`src/rtl/axis_gain_ramp_controller_if.sv`:
```
// One AXI-Stream beat bundle for the gain stage.
// The master drives data/valid/last and the slave drives ready.
interface axis_gain_ramp_controller_if #(
  parameter int DATA_WIDTH = 24
);
  logic [DATA_WIDTH-1:0] data;
  logic                  valid;
  logic                  ready;
  logic                  last;

  modport master (output data, output valid, output last, input ready);
  modport slave  (input data, input valid, input last, output ready);
endinterface

```
`src/rtl/axis_gain_ramp_controller.sv`:
```
// Frame-based AXI-Stream gain stage: collect one word per channel, scale by a ramped gain
// with rounding and saturation, then retransmit the frame.
module axis_gain_ramp_controller #(
  parameter int DATA_WIDTH   = 24,
  parameter int NUM_CHANNELS = 2,
  parameter int GAIN_WIDTH   = 8,
  parameter int RAMP_STEP    = 1
) (
  input  logic                        clk,
  input  logic                        rst,
  input  logic [GAIN_WIDTH-1:0]       target_gain,
  input  logic                        mute,
  input  logic                        clip_clear,
  output logic [GAIN_WIDTH-1:0]       current_gain,
  output logic                        clip_sticky,
  output logic                        frame_err,
  axis_gain_ramp_controller_if.slave  s_axis,
  axis_gain_ramp_controller_if.master m_axis
);
  localparam int PROD_W = DATA_WIDTH + GAIN_WIDTH + 1;
  localparam int CH_W   = (NUM_CHANNELS > 1) ? $clog2(NUM_CHANNELS) : 1;
  localparam logic [CH_W-1:0]          CH_LAST = CH_W'(NUM_CHANNELS - 1);
  localparam logic signed [PROD_W-1:0] RND     = PROD_W'(1) << (GAIN_WIDTH - 2);
  localparam logic [GAIN_WIDTH-1:0]    STEP    = GAIN_WIDTH'(RAMP_STEP);

  typedef enum logic [1:0] {RECV, MULT, SEND} state_t;

  state_t                         state_q, state_d;
  logic [CH_W-1:0]                ch_q, ch_d, ch_inc;
  logic signed [DATA_WIDTH-1:0]   sbuf_q [NUM_CHANNELS];
  logic signed [DATA_WIDTH-1:0]   sbuf_d [NUM_CHANNELS];
  logic                           s_ready_q, s_ready_d;
  logic                           m_valid_q, m_valid_d;
  logic                           m_last_q, m_last_d;
  logic [DATA_WIDTH-1:0]          m_data_q, m_data_d;
  logic [GAIN_WIDTH-1:0]          gain_q, gain_d;
  logic [GAIN_WIDTH-1:0]          eff_q, eff_d;
  logic                           clip_q, clip_d;
  logic                           ferr_q, ferr_d;
  logic                           clip_set, ferr_set;
  logic signed [PROD_W-1:0]       rounded;
  logic signed [DATA_WIDTH-1:0]   mult_res;
  logic                           mult_clip;

  // Full-precision product, then round half toward +inf by adding half an LSB before the shift.
  function automatic logic signed [PROD_W-1:0] round_prod(
    input logic signed [DATA_WIDTH-1:0] sample,
    input logic        [GAIN_WIDTH-1:0] gain
  );
    logic signed [PROD_W-1:0] s_ext;
    logic signed [PROD_W-1:0] g_ext;
    logic signed [PROD_W-1:0] prod;
    s_ext = {{(PROD_W-DATA_WIDTH){sample[DATA_WIDTH-1]}}, sample};
    g_ext = {{(PROD_W-GAIN_WIDTH){1'b0}}, gain};
    prod  = s_ext * g_ext;
    return (prod + RND) >>> (GAIN_WIDTH - 1);
  endfunction

  function automatic logic sat_hit(input logic signed [PROD_W-1:0] r);
    logic [PROD_W-DATA_WIDTH:0] top;
    top = r[PROD_W-1:DATA_WIDTH-1];
    return !((&top) || !(|top));
  endfunction

  function automatic logic signed [DATA_WIDTH-1:0] sat_val(input logic signed [PROD_W-1:0] r);
    if (!sat_hit(r)) return r[DATA_WIDTH-1:0];
    return r[PROD_W-1] ? {1'b1, {(DATA_WIDTH-1){1'b0}}} : {1'b0, {(DATA_WIDTH-1){1'b1}}};
  endfunction

  function automatic logic [GAIN_WIDTH-1:0] ramp_gain(
    input logic [GAIN_WIDTH-1:0] cur,
    input logic [GAIN_WIDTH-1:0] eff
  );
    if (RAMP_STEP == 0) return eff;
    if (eff > cur) return ((eff - cur) > STEP) ? cur + STEP : eff;
    if (eff < cur) return ((cur - eff) > STEP) ? cur - STEP : eff;
    return cur;
  endfunction

  always_comb begin
    state_d   = state_q;
    ch_d      = ch_q;
    sbuf_d    = sbuf_q;
    s_ready_d = s_ready_q;
    m_valid_d = m_valid_q;
    m_last_d  = m_last_q;
    m_data_d  = m_data_q;
    gain_d    = gain_q;
    eff_d     = eff_q;
    clip_d    = clip_q;
    ferr_d    = ferr_q;
    clip_set  = 1'b0;
    ferr_set  = 1'b0;
    ch_inc    = ch_q + 1'b1;
    rounded   = round_prod(sbuf_q[ch_q], gain_q);
    mult_res  = sat_val(rounded);
    mult_clip = sat_hit(rounded);

    unique case (state_q)
      RECV: begin
        if (s_axis.valid && s_ready_q) begin
          sbuf_d[ch_q] = s_axis.data;
          if ((ch_q == CH_LAST) || s_axis.last) begin
            // Channels never received in a short frame must read as silence.
            for (int i = 0; i < NUM_CHANNELS; i++) begin
              if (i > int'(ch_q)) sbuf_d[i] = '0;
            end
            ferr_set  = (ch_q == CH_LAST) != s_axis.last;
            eff_d     = mute ? '0 : target_gain;
            state_d   = MULT;
            ch_d      = '0;
            s_ready_d = 1'b0;
          end else begin
            ch_d = ch_inc;
          end
        end
      end
      MULT: begin
        sbuf_d[ch_q] = mult_res;
        clip_set     = mult_clip;
        if (ch_q == CH_LAST) begin
          state_d   = SEND;
          ch_d      = '0;
          m_valid_d = 1'b1;
          m_data_d  = (NUM_CHANNELS == 1) ? mult_res : sbuf_q[0];
          m_last_d  = (NUM_CHANNELS == 1);
        end else begin
          ch_d = ch_inc;
        end
      end
      SEND: begin
        if (m_axis.ready) begin
          if (ch_q == CH_LAST) begin
            state_d   = RECV;
            ch_d      = '0;
            m_valid_d = 1'b0;
            m_data_d  = '0;
            m_last_d  = 1'b0;
            s_ready_d = 1'b1;
            gain_d    = ramp_gain(gain_q, eff_q);
          end else begin
            ch_d     = ch_inc;
            m_data_d = sbuf_q[ch_inc];
            m_last_d = (ch_inc == CH_LAST);
          end
        end
      end
      default: state_d = RECV;
    endcase

    // A new event in the same cycle as the clear must survive it.
    if (clip_clear) begin
      clip_d = 1'b0;
      ferr_d = 1'b0;
    end
    if (clip_set) clip_d = 1'b1;
    if (ferr_set) ferr_d = 1'b1;
  end

  always_ff @(posedge clk or posedge rst) begin
    if (rst) begin
      state_q   <= RECV;
      ch_q      <= '0;
      s_ready_q <= 1'b1;
      m_valid_q <= 1'b0;
      m_last_q  <= 1'b0;
      m_data_q  <= '0;
      gain_q    <= '0;
      eff_q     <= '0;
      clip_q    <= 1'b0;
      ferr_q    <= 1'b0;
    end else begin
      state_q   <= state_d;
      ch_q      <= ch_d;
      s_ready_q <= s_ready_d;
      m_valid_q <= m_valid_d;
      m_last_q  <= m_last_d;
      m_data_q  <= m_data_d;
      gain_q    <= gain_d;
      eff_q     <= eff_d;
      clip_q    <= clip_d;
      ferr_q    <= ferr_d;
    end
  end

  always_ff @(posedge clk) begin
    sbuf_q <= sbuf_d;
  end

  assign s_axis.ready  = s_ready_q;
  assign m_axis.valid  = m_valid_q;
  assign m_axis.last   = m_last_q;
  assign m_axis.data   = m_data_q;
  assign current_gain  = gain_q;
  assign clip_sticky   = clip_q;
  assign frame_err     = ferr_q;

endmodule

```
`src/flat_wrapper.sv`:
```
// flat-port wrapper written by rule: the top's interface ports become plain ports
module axis_gain_ramp_controller_flat 
#(
  parameter int DATA_WIDTH   = 24,
  parameter int NUM_CHANNELS = 2,
  parameter int GAIN_WIDTH   = 8,
  parameter int RAMP_STEP    = 1
)
  (clk, rst, target_gain, mute, clip_clear, current_gain, clip_sticky, frame_err, s_axis_data, s_axis_valid, s_axis_last, s_axis_ready, m_axis_data, m_axis_valid, m_axis_last, m_axis_ready);
  axis_gain_ramp_controller_if #(.DATA_WIDTH(DATA_WIDTH)) s_axis_i ();
  axis_gain_ramp_controller_if #(.DATA_WIDTH(DATA_WIDTH)) m_axis_i ();
  input  logic clk;
  input  logic rst;
  input  logic [GAIN_WIDTH-1:0] target_gain;
  input  logic mute;
  input  logic clip_clear;
  output logic [GAIN_WIDTH-1:0] current_gain;
  output logic clip_sticky;
  output logic frame_err;
  input wire logic [$bits(s_axis_i.data)-1:0] s_axis_data;
  input wire logic [$bits(s_axis_i.valid)-1:0] s_axis_valid;
  input wire logic [$bits(s_axis_i.last)-1:0] s_axis_last;
  output wire logic [$bits(s_axis_i.ready)-1:0] s_axis_ready;
  output wire logic [$bits(m_axis_i.data)-1:0] m_axis_data;
  output wire logic [$bits(m_axis_i.valid)-1:0] m_axis_valid;
  output wire logic [$bits(m_axis_i.last)-1:0] m_axis_last;
  input wire logic [$bits(m_axis_i.ready)-1:0] m_axis_ready;
  assign s_axis_i.data = s_axis_data;
  assign s_axis_i.valid = s_axis_valid;
  assign s_axis_i.last = s_axis_last;
  assign s_axis_ready = s_axis_i.ready;
  assign m_axis_data = m_axis_i.data;
  assign m_axis_valid = m_axis_i.valid;
  assign m_axis_last = m_axis_i.last;
  assign m_axis_i.ready = m_axis_ready;
  axis_gain_ramp_controller #(.DATA_WIDTH(DATA_WIDTH), .NUM_CHANNELS(NUM_CHANNELS), .GAIN_WIDTH(GAIN_WIDTH), .RAMP_STEP(RAMP_STEP)) u_core (.clk(clk), .rst(rst), .target_gain(target_gain), .mute(mute), .clip_clear(clip_clear), .current_gain(current_gain), .clip_sticky(clip_sticky), .frame_err(frame_err), .s_axis(s_axis_i), .m_axis(m_axis_i));
endmodule
```
`config.mk`:
```
export PLATFORM = sky130hd
export DESIGN_NAME = axis_gain_ramp_controller_flat
export DESIGN_NICKNAME = d
export VERILOG_FILES = /design/src/rtl/axis_gain_ramp_controller_if.sv /design/src/rtl/axis_gain_ramp_controller.sv /design/src/flat_wrapper.sv
export SDC_FILE = /design/constraint.sdc
export NUM_CORES = 1
export LEC_CHECK = 0
export ABC_AREA = 1
export CORE_UTILIZATION = 63
export CTS_CLUSTER_SIZE = 30
export DETAILED_ROUTE_END_ITERATION = 10
export PLACE_DENSITY = 0.84
export SLEW_MARGIN = 20
export SYNTH_ARGS = -nofsm -noshare
export SYNTH_HDL_FRONTEND = slang
export SYNTH_SLANG_ARGS = --single-unit
```
`constraint.sdc`:
```
create_clock -name clk -period 7.83 [get_ports clk]
set_input_delay 1.566 -clock clk [delete_from_list [all_inputs] [get_ports clk]]
set_output_delay 1.566 -clock clk [all_outputs]
set_load 0.02 [all_outputs]
```
==> results.json, run 1 <==
{
  "num_vias": 12000,
  "finalCritPeriodShare_pct": 88.1,
  "hp-start": "u_core.m_axis.data[0]$_DFFE_PP0P_",
  "drc": 0,
  "finalHoldViolations": 0,
  "cts-root-buf": "clkbuf_16",
  "power_mw": 1.02,
  "drv_cap": 0,
  "cts_tree": "built",
  "clock_path_buffers": 2,
  "fillers": 1675,
  "place_congestion": 1.06,
  "drv_slew": 0,
  "ys_seq_elements": 96,
  "wirelength_mm": 36.2,
  "dr.pass1.iters": 6,
  "netlist_area_sq_mm": 0.0130,
  "criticalPathCategory": "reg2reg",
  "h-tree-depth": 3,
  "wl_met3_mm": 3.48,
  "die_y_um": 146,
  "seqCellArea_sq_mm": 0.00265,
  "dieWidth_um": 146,
  "antenna_found_initial": 0,
  "drt_iter0_drc": 1237,
  "layout-drive-gt1-share_pct": 4.65,
  "postCtsHoldBufs": 0,
  "gr-total-overflow": 0,
  "setup_viol": 0,
  "grt_max_degree": 60,
  "reg2reg_from": "u_core.ch_q$_DFFE_PP0P_",
  "power_density_mw_per_mm2": 71.5,
  "drtAntennaViolNets": 0,
  "status": "complete, no violations",
  "multi_input_area_sq_mm": 0.00919,
  "final_cells": 2032,
  "finalCoreUtilization_pct": 70.6,
  "clk_latency_ns": 0.37,
  "cp.arrival_ns": 7.00,
  "hold_class": "reg2reg",
  "ys_seq_area_share_pct": 20.4,
  "wire_per_inst_um": 17.8,
  "rrSetupSlack_ns": 0.93,
  "synthArstFlopShare_pct": 50.0,
  "finClkSkew_ns": 0.0206,
  "io_pins": 76,
  "rsz0062_at_grt": "no",
  "area_growth_pct": 10.0,
  "antennaDiodeCount": 0,
  "port_buffers": 75,
  "cts_setup_buffers": 0,
  "synth_edf_count": 48,
  "hpwl_mm": 27.9,
  "synth_cell_types": 41,
  "cp.required_ns": 7.93,
  "drt-vias-per-instance": 5.89,
  "path_max_fanout": 49,
  "post_cts_resized": 0,
  "syn_avg_cell_area_sq_um": 7.61,
  "finalSetupTns_ns": 0,
  "cp-start-kind": "flop",
  "slew_headroom_pct": 26.2,
  "clk_pin_slew_ns": 0.07,
  "fmax_mhz": 145,
  "rows": 52,
  "endpoint_kind": "flop",
  "yosysWarnings": 0,
  "ir_worst_vdd_mv": 0.0907,
  "grt_pass1_wl_mm": 59.5,
  "wl_met1_mm": 14.0,
  "synth_flop_cell": "edfxtp_1",
  "tightest_slew_ns": 1.11,
  "critPathLaunch": "u_core.ch_q$_DFFE_PP0P_",
  "grt_use_total_pct": 35.8,
  "design.die.area_sq_mm": 0.0212,
  "setup_ws_ns": 0.935,
  "dp_cells": 2016,
  "cts.sink_count": 96,
  "period_needed_ns": 6.90,
  "grt_pass1_vias": 11900,
  "start_util_pct": 64.2,
  "cts_buffers": 9,
  "highest_layer": "met4",
  "place_ws_ns": 1.01,
  "nets": 2056,
  "synth_cells": 1706,
  "synth.net_count": 2005,
  "wl_met2_mm": 16.9,
  "coreArea_sq_mm": 0.0202,
  "p_leak_nw": 7.13
}
## metrics by stage
step / hold slack (ns) / area, sq um
2_1_floorplan: 0.503 / 13000
6_report: 0.482 / 14300
5_1_grt: 0.517 / 14300
3_5_place_dp: 0.472 / 14000
3_3_place_gp: 0.466 / 14000
4_1_cts: 0.490 / 14300
## where the power goes
part           total [mW]  leakage [nW]          switching, mW  internal [mW]
Clock               0.454         0.133                  0.232          0.222
Sequential          0.528         0.969  0.0000000000000000164          0.528
Combinational      0.0401          6.03                 0.0184         0.0217
Total                1.02          7.13                  0.251          0.771
## path summary, 6_finish.rpt
path / endpoint / cells past startpoint
setup / recovery: u_core.sbuf_q[5]$_DFFE_PP_ / 23
max in group asynchronous: u_core.ch_q$_DFFE_PP0P_ / 2
hold reg to reg: u_core.m_axis.data[0]$_DFFE_PP0P_ / 2
min in group asynchronous: u_core.m_axis.data[17]$_DFFE_PP0P_ / 2
hold / removal: u_core.m_axis.data[0]$_DFFE_PP0P_ / 2
setup reg to reg: u_core.sbuf_q[5]$_DFFE_PP_ / 23
## worst max-delay path, cell delays in order (launching register included)
cell	delay, ns
dfrtp_2	0.41
inv_2	0.57
or2_2	0.23
nand2_1	0.22
nor2_1	0.27
inv_1	0.13
fa_1	0.70
fa_1	0.57
fa_1	0.55
inv_1	0.06
fa_1	0.47
ha_1	0.29
ha_1	0.37
inv_1	0.13
nor3_1	0.32
nand2_1	0.11
nor3_1	0.14
nand2_1	0.11
nand3_1	0.08
nand3_1	0.09
nand2_2	0.43
nand2_1	0.17
nand3_1	0.12
nand2_1	0.08
## layout make-up
cell class              instances  share of cell area, %
clock buffers                  10                   1.60
clock inverters                 6                  0.368
inverters                     234                   6.16
multi-input cells            1313                   64.3
flip-flops and latches         96                   18.5
repair buffers                103                   6.72
well taps                     270                   2.36
## synthesized netlist by cell type (18+ instances only)
master    count  share of area [%]
o21ai_0      98                3.8
xor2_1       27                1.8
dfrtp_1      47                9.1
clkbuf_1     45                1.3
nand2_1     458                 13
a21oi_1      44                1.7
nor2_1      185                5.3
xnor2_1      18                1.2
nand3_1     124                4.8
edfxtp_1     48                 11
inv_1       227                6.6
ha_1        108                 10
fa_1        152                 23
or2_2        19               0.92
## placed cells by master (no fill, tap or decap), types with 19 or more instances in the layout
master           synthesis  layout
a21oi_1                 44      44
buf_4                    0      28
clkdlybuf4s50_1          0      75
dfrtp_1                 47      46
edfxtp_1                48      48
fa_1                   152     152
ha_1                   108     108
inv_1                  227     226
nand2_1                458     458
nand3_1                124     124
nor2_1                 185     183
o21ai_0                 98      98
or2_2                   19      19
xor2_1                  27      27
## sequential cells by signal (all words and copies together) (netlist names)
signal               count
u_core.ch_q              1
u_core.clip_sticky       1
u_core.current_gain      8
u_core.eff_q             8
u_core.frame_err         1
u_core.m_axis.data      24
u_core.m_axis.last       1
u_core.m_axis.valid      1
u_core.s_axis.ready      1
u_core.sbuf_q           48
u_core.state_q           2
## logic make-up (layout without fill, tap and decap cells)
logic type	Yosys count	after routing	share of synthesized area [%]
simple gates	827	827	26.2
buf+inv	297	353	8.98
fa+ha+maj	260	260	33.8
compound gates	181	181	7.62
flops	96	96	20.4
xor+xnor	45	45	3.03
## routing by layer
layer / GRT usage [%] / vias to the layer above
met2: 57.3 / 670
li1: - / 5479
met3: 6.55 / 124
met1: 47.4 / 5695
met5: 0 / -
met4: 17.0 / 0
Note: power is estimated with default switching activity, not from simulation.
==> inputs of run 2 (changes only) <==
- GPL_ROUTABILITY_DRIVEN: not set -> 0
==> results.json, run 2 (synthesis results as in run 1) <==
{
  "status": "complete, no violations",
  "gr-total-overflow": 0,
  "clk_latency_ns": 0.37,
  "cp-start-kind": "flop",
  "num_vias": 12000,
  "start_util_pct": 64.2,
  "rsz0062_at_grt": "no",
  "hp-start": "u_core.m_axis.data[2]$_DFFE_PP0P_",
  "multi_input_area_sq_mm": 0.00919,
  "criticalPathCategory": "reg2reg",
  "h-tree-depth": 3,
  "hold_class": "reg2reg",
  "tightest_slew_ns": 1.08,
  "power_density_mw_per_mm2": 71.7,
  "hold_end": "u_core.m_axis.data[2]$_DFFE_PP0P_",
  "coreArea_sq_mm": 0.0202,
  "postCtsHoldBufs": 0,
  "cts_tree": "built",
  "wire_per_inst_um": 17.6,
  "port_buffers": 75,
  "drt-vias-per-instance": 5.90,
  "power_frac_seq_pct": 51.6,
  "finalCoreUtilization_pct": 70.5,
  "finClkSkew_ns": 0.0165,
  "endpoint_kind": "flop",
  "cts_setup_buffers": 0,
  "drv_slew": 0,
  "cts-root-buf": "clkbuf_16",
  "cts.sink_count": 96,
  "p_leak_nw": 7.12,
  "comb_power_share_pct": 3.9,
  "antenna_found_initial": 0,
  "seqCellArea_sq_mm": 0.00265,
  "io_pins": 76,
  "drc": 0,
  "final_common_cell": "nand2_1",
  "drv_cap": 0,
  "grt_pass1_wl_mm": 59.7,
  "ir_worst_vdd_mv": 0.0963,
  "slew_headroom_pct": 27.9,
  "period_needed_ns": 7.10,
  "drtAntennaViolNets": 0,
  "rrSetupSlack_ns": 0.73,
  "antennaDiodeCount": 0,
  "cp.required_ns": 7.94,
  "dieWidth_um": 146,
  "place_ws_ns": 0.986,
  "switchingPower_mw": 0.251,
  "fillers": 1612,
  "r2r-end": "u_core.sbuf_q[35]$_DFFE_PP_",
  "cts_buffers": 9,
  "rows": 52,
  "grt_pass1_vias": 12100,
  "switching_share_pct": 24.6,
  "grt_max_degree": 60,
  "setup_ws_ns": 0.726,
  "clk_pin_slew_ns": 0.08,
  "die_y_um": 146,
  "area_growth_pct": 9.86,
  "internal_power_mw": 0.772,
  "grt_use_total_pct": 35.7,
  "design.die.area_sq_mm": 0.0212,
  "finalHoldViolations": 0,
  "rr_worst_depth": 23,
  "largest_reg_flops": 48,
  "path_max_fanout": 27,
  "finalSetupTns_ns": 0,
  "finalCritPeriodShare_pct": 90.7,
  "clkPwrFrac_pct": 44.5,
  "mostFrequentLayoutCells": "nand2_1 (458), inv_1 (226), nor2_1 (183)",
  "hpwl_mm": 27.8,
  "setup_viol": 0,
  "drt_iter0_drc": 1203,
  "clock_path_buffers": 2,
  "cp.arrival_ns": 7.21,
  "dr.pass1.iters": 6,
  "reg2reg_from": "u_core.current_gain[1]$_DFFE_PP0P_",
  "fmax_mhz": 141,
  "wirelength_mm": 35.7,
  "layout-drive-gt1-share_pct": 4.55,
  "regMostFlops": "u_core.sbuf_q",
  "hold_depth": 2,
  "post_cts_resized": 0,
  "nets": 2053
}
## run 2: cell types whose count changed in the layout (fill, tap and decap cells not counted), sizes merged
| cell | change |
|---|---|
| buf | -3 |
| inv | +1 |
| clkbuf | -1 |
## run 2: cell type report
type,instances,area share [%]
Clock buffer,9,1.58
Clock inverter,7,0.421
Sequential cell,96,18.5
Inverter,234,6.16
Tap cell,270,2.37
Multi-Input combinational cell,1313,64.4
Timing Repair Buffer,100,6.58
## run 2: power by group through the flow
stage	combinational, mW	clock (mW)	sequential (mW)
floorplan	0.0136	0	0.538
global placement	0.0389	0	0.538
detailed placement	0.0397	0	0.538
CTS	0.0401	0.455	0.528
global route	0.0441	0.472	0.528
finish	0.0402	0.455	0.528
## run 2: per-layer routing
| metal | vias to the layer above | part of all wire (%) | global-route usage, % |
|---|---|---|---|
| met3 | 110 | 9.8 | 5.45 |
| met4 | 0 | 4.3 | 16.6 |
| met1 | 5662 | 38 | 45.8 |
| met5 | - | 0 | 0 |
| li1 | 5473 | - | - |
| met2 | 723 | 48 | 59.9 |
## run 2: metrics by stage
step	power (mW)	cell area, sq um	instances	hold slack (ns)
after floorplan	0.552	13000	1706	0.503
after global placement	0.577	14000	2013	0.465
after detailed placement	0.578	14000	2013	0.473
after CTS	1.02	14300	2029	0.491
after global routing	1.04	14300	2029	0.517
final	1.02	14300	2029	0.487
## run 2: worst max path at each step
stage                                        from                           to  slack, ns  cells after the start
6_report       u_core.current_gain[1]$_DFFE_PP0P_  u_core.sbuf_q[35]$_DFFE_PP_       0.73                     23
5_1_grt        u_core.current_gain[1]$_DFFE_PP0P_  u_core.sbuf_q[45]$_DFFE_PP_       0.36                     23
4_1_cts        u_core.current_gain[1]$_DFFE_PP0P_  u_core.sbuf_q[11]$_DFFE_PP_       0.92                     23
3_5_place_dp   u_core.current_gain[1]$_DFFE_PP0P_  u_core.sbuf_q[20]$_DFFE_PP_       0.99                     23
3_3_place_gp   u_core.current_gain[1]$_DFFE_PP0P_   u_core.sbuf_q[1]$_DFFE_PP_       1.03                     21
2_1_floorplan             u_core.ch_q$_DFFE_PP0P_  u_core.sbuf_q[16]$_DFFE_PP_       2.22                     28
## run 2: critical path, stage by stage, from the launching register on
cell	delay [ns]
dfrtp_1	1.02
inv_1	0.52
nor2_1	0.31
inv_1	0.09
fa_1	0.60
fa_1	0.69
inv_1	0.09
fa_1	0.50
inv_1	0.05
fa_1	0.48
inv_1	0.05
ha_1	0.17
ha_1	0.38
inv_1	0.14
nor3_1	0.32
nand2_1	0.15
nor3_1	0.15
nand2_1	0.12
nand3_1	0.09
nand3_1	0.09
nand2_2	0.45
nand2_1	0.18
nand3_1	0.13
nand2_1	0.06
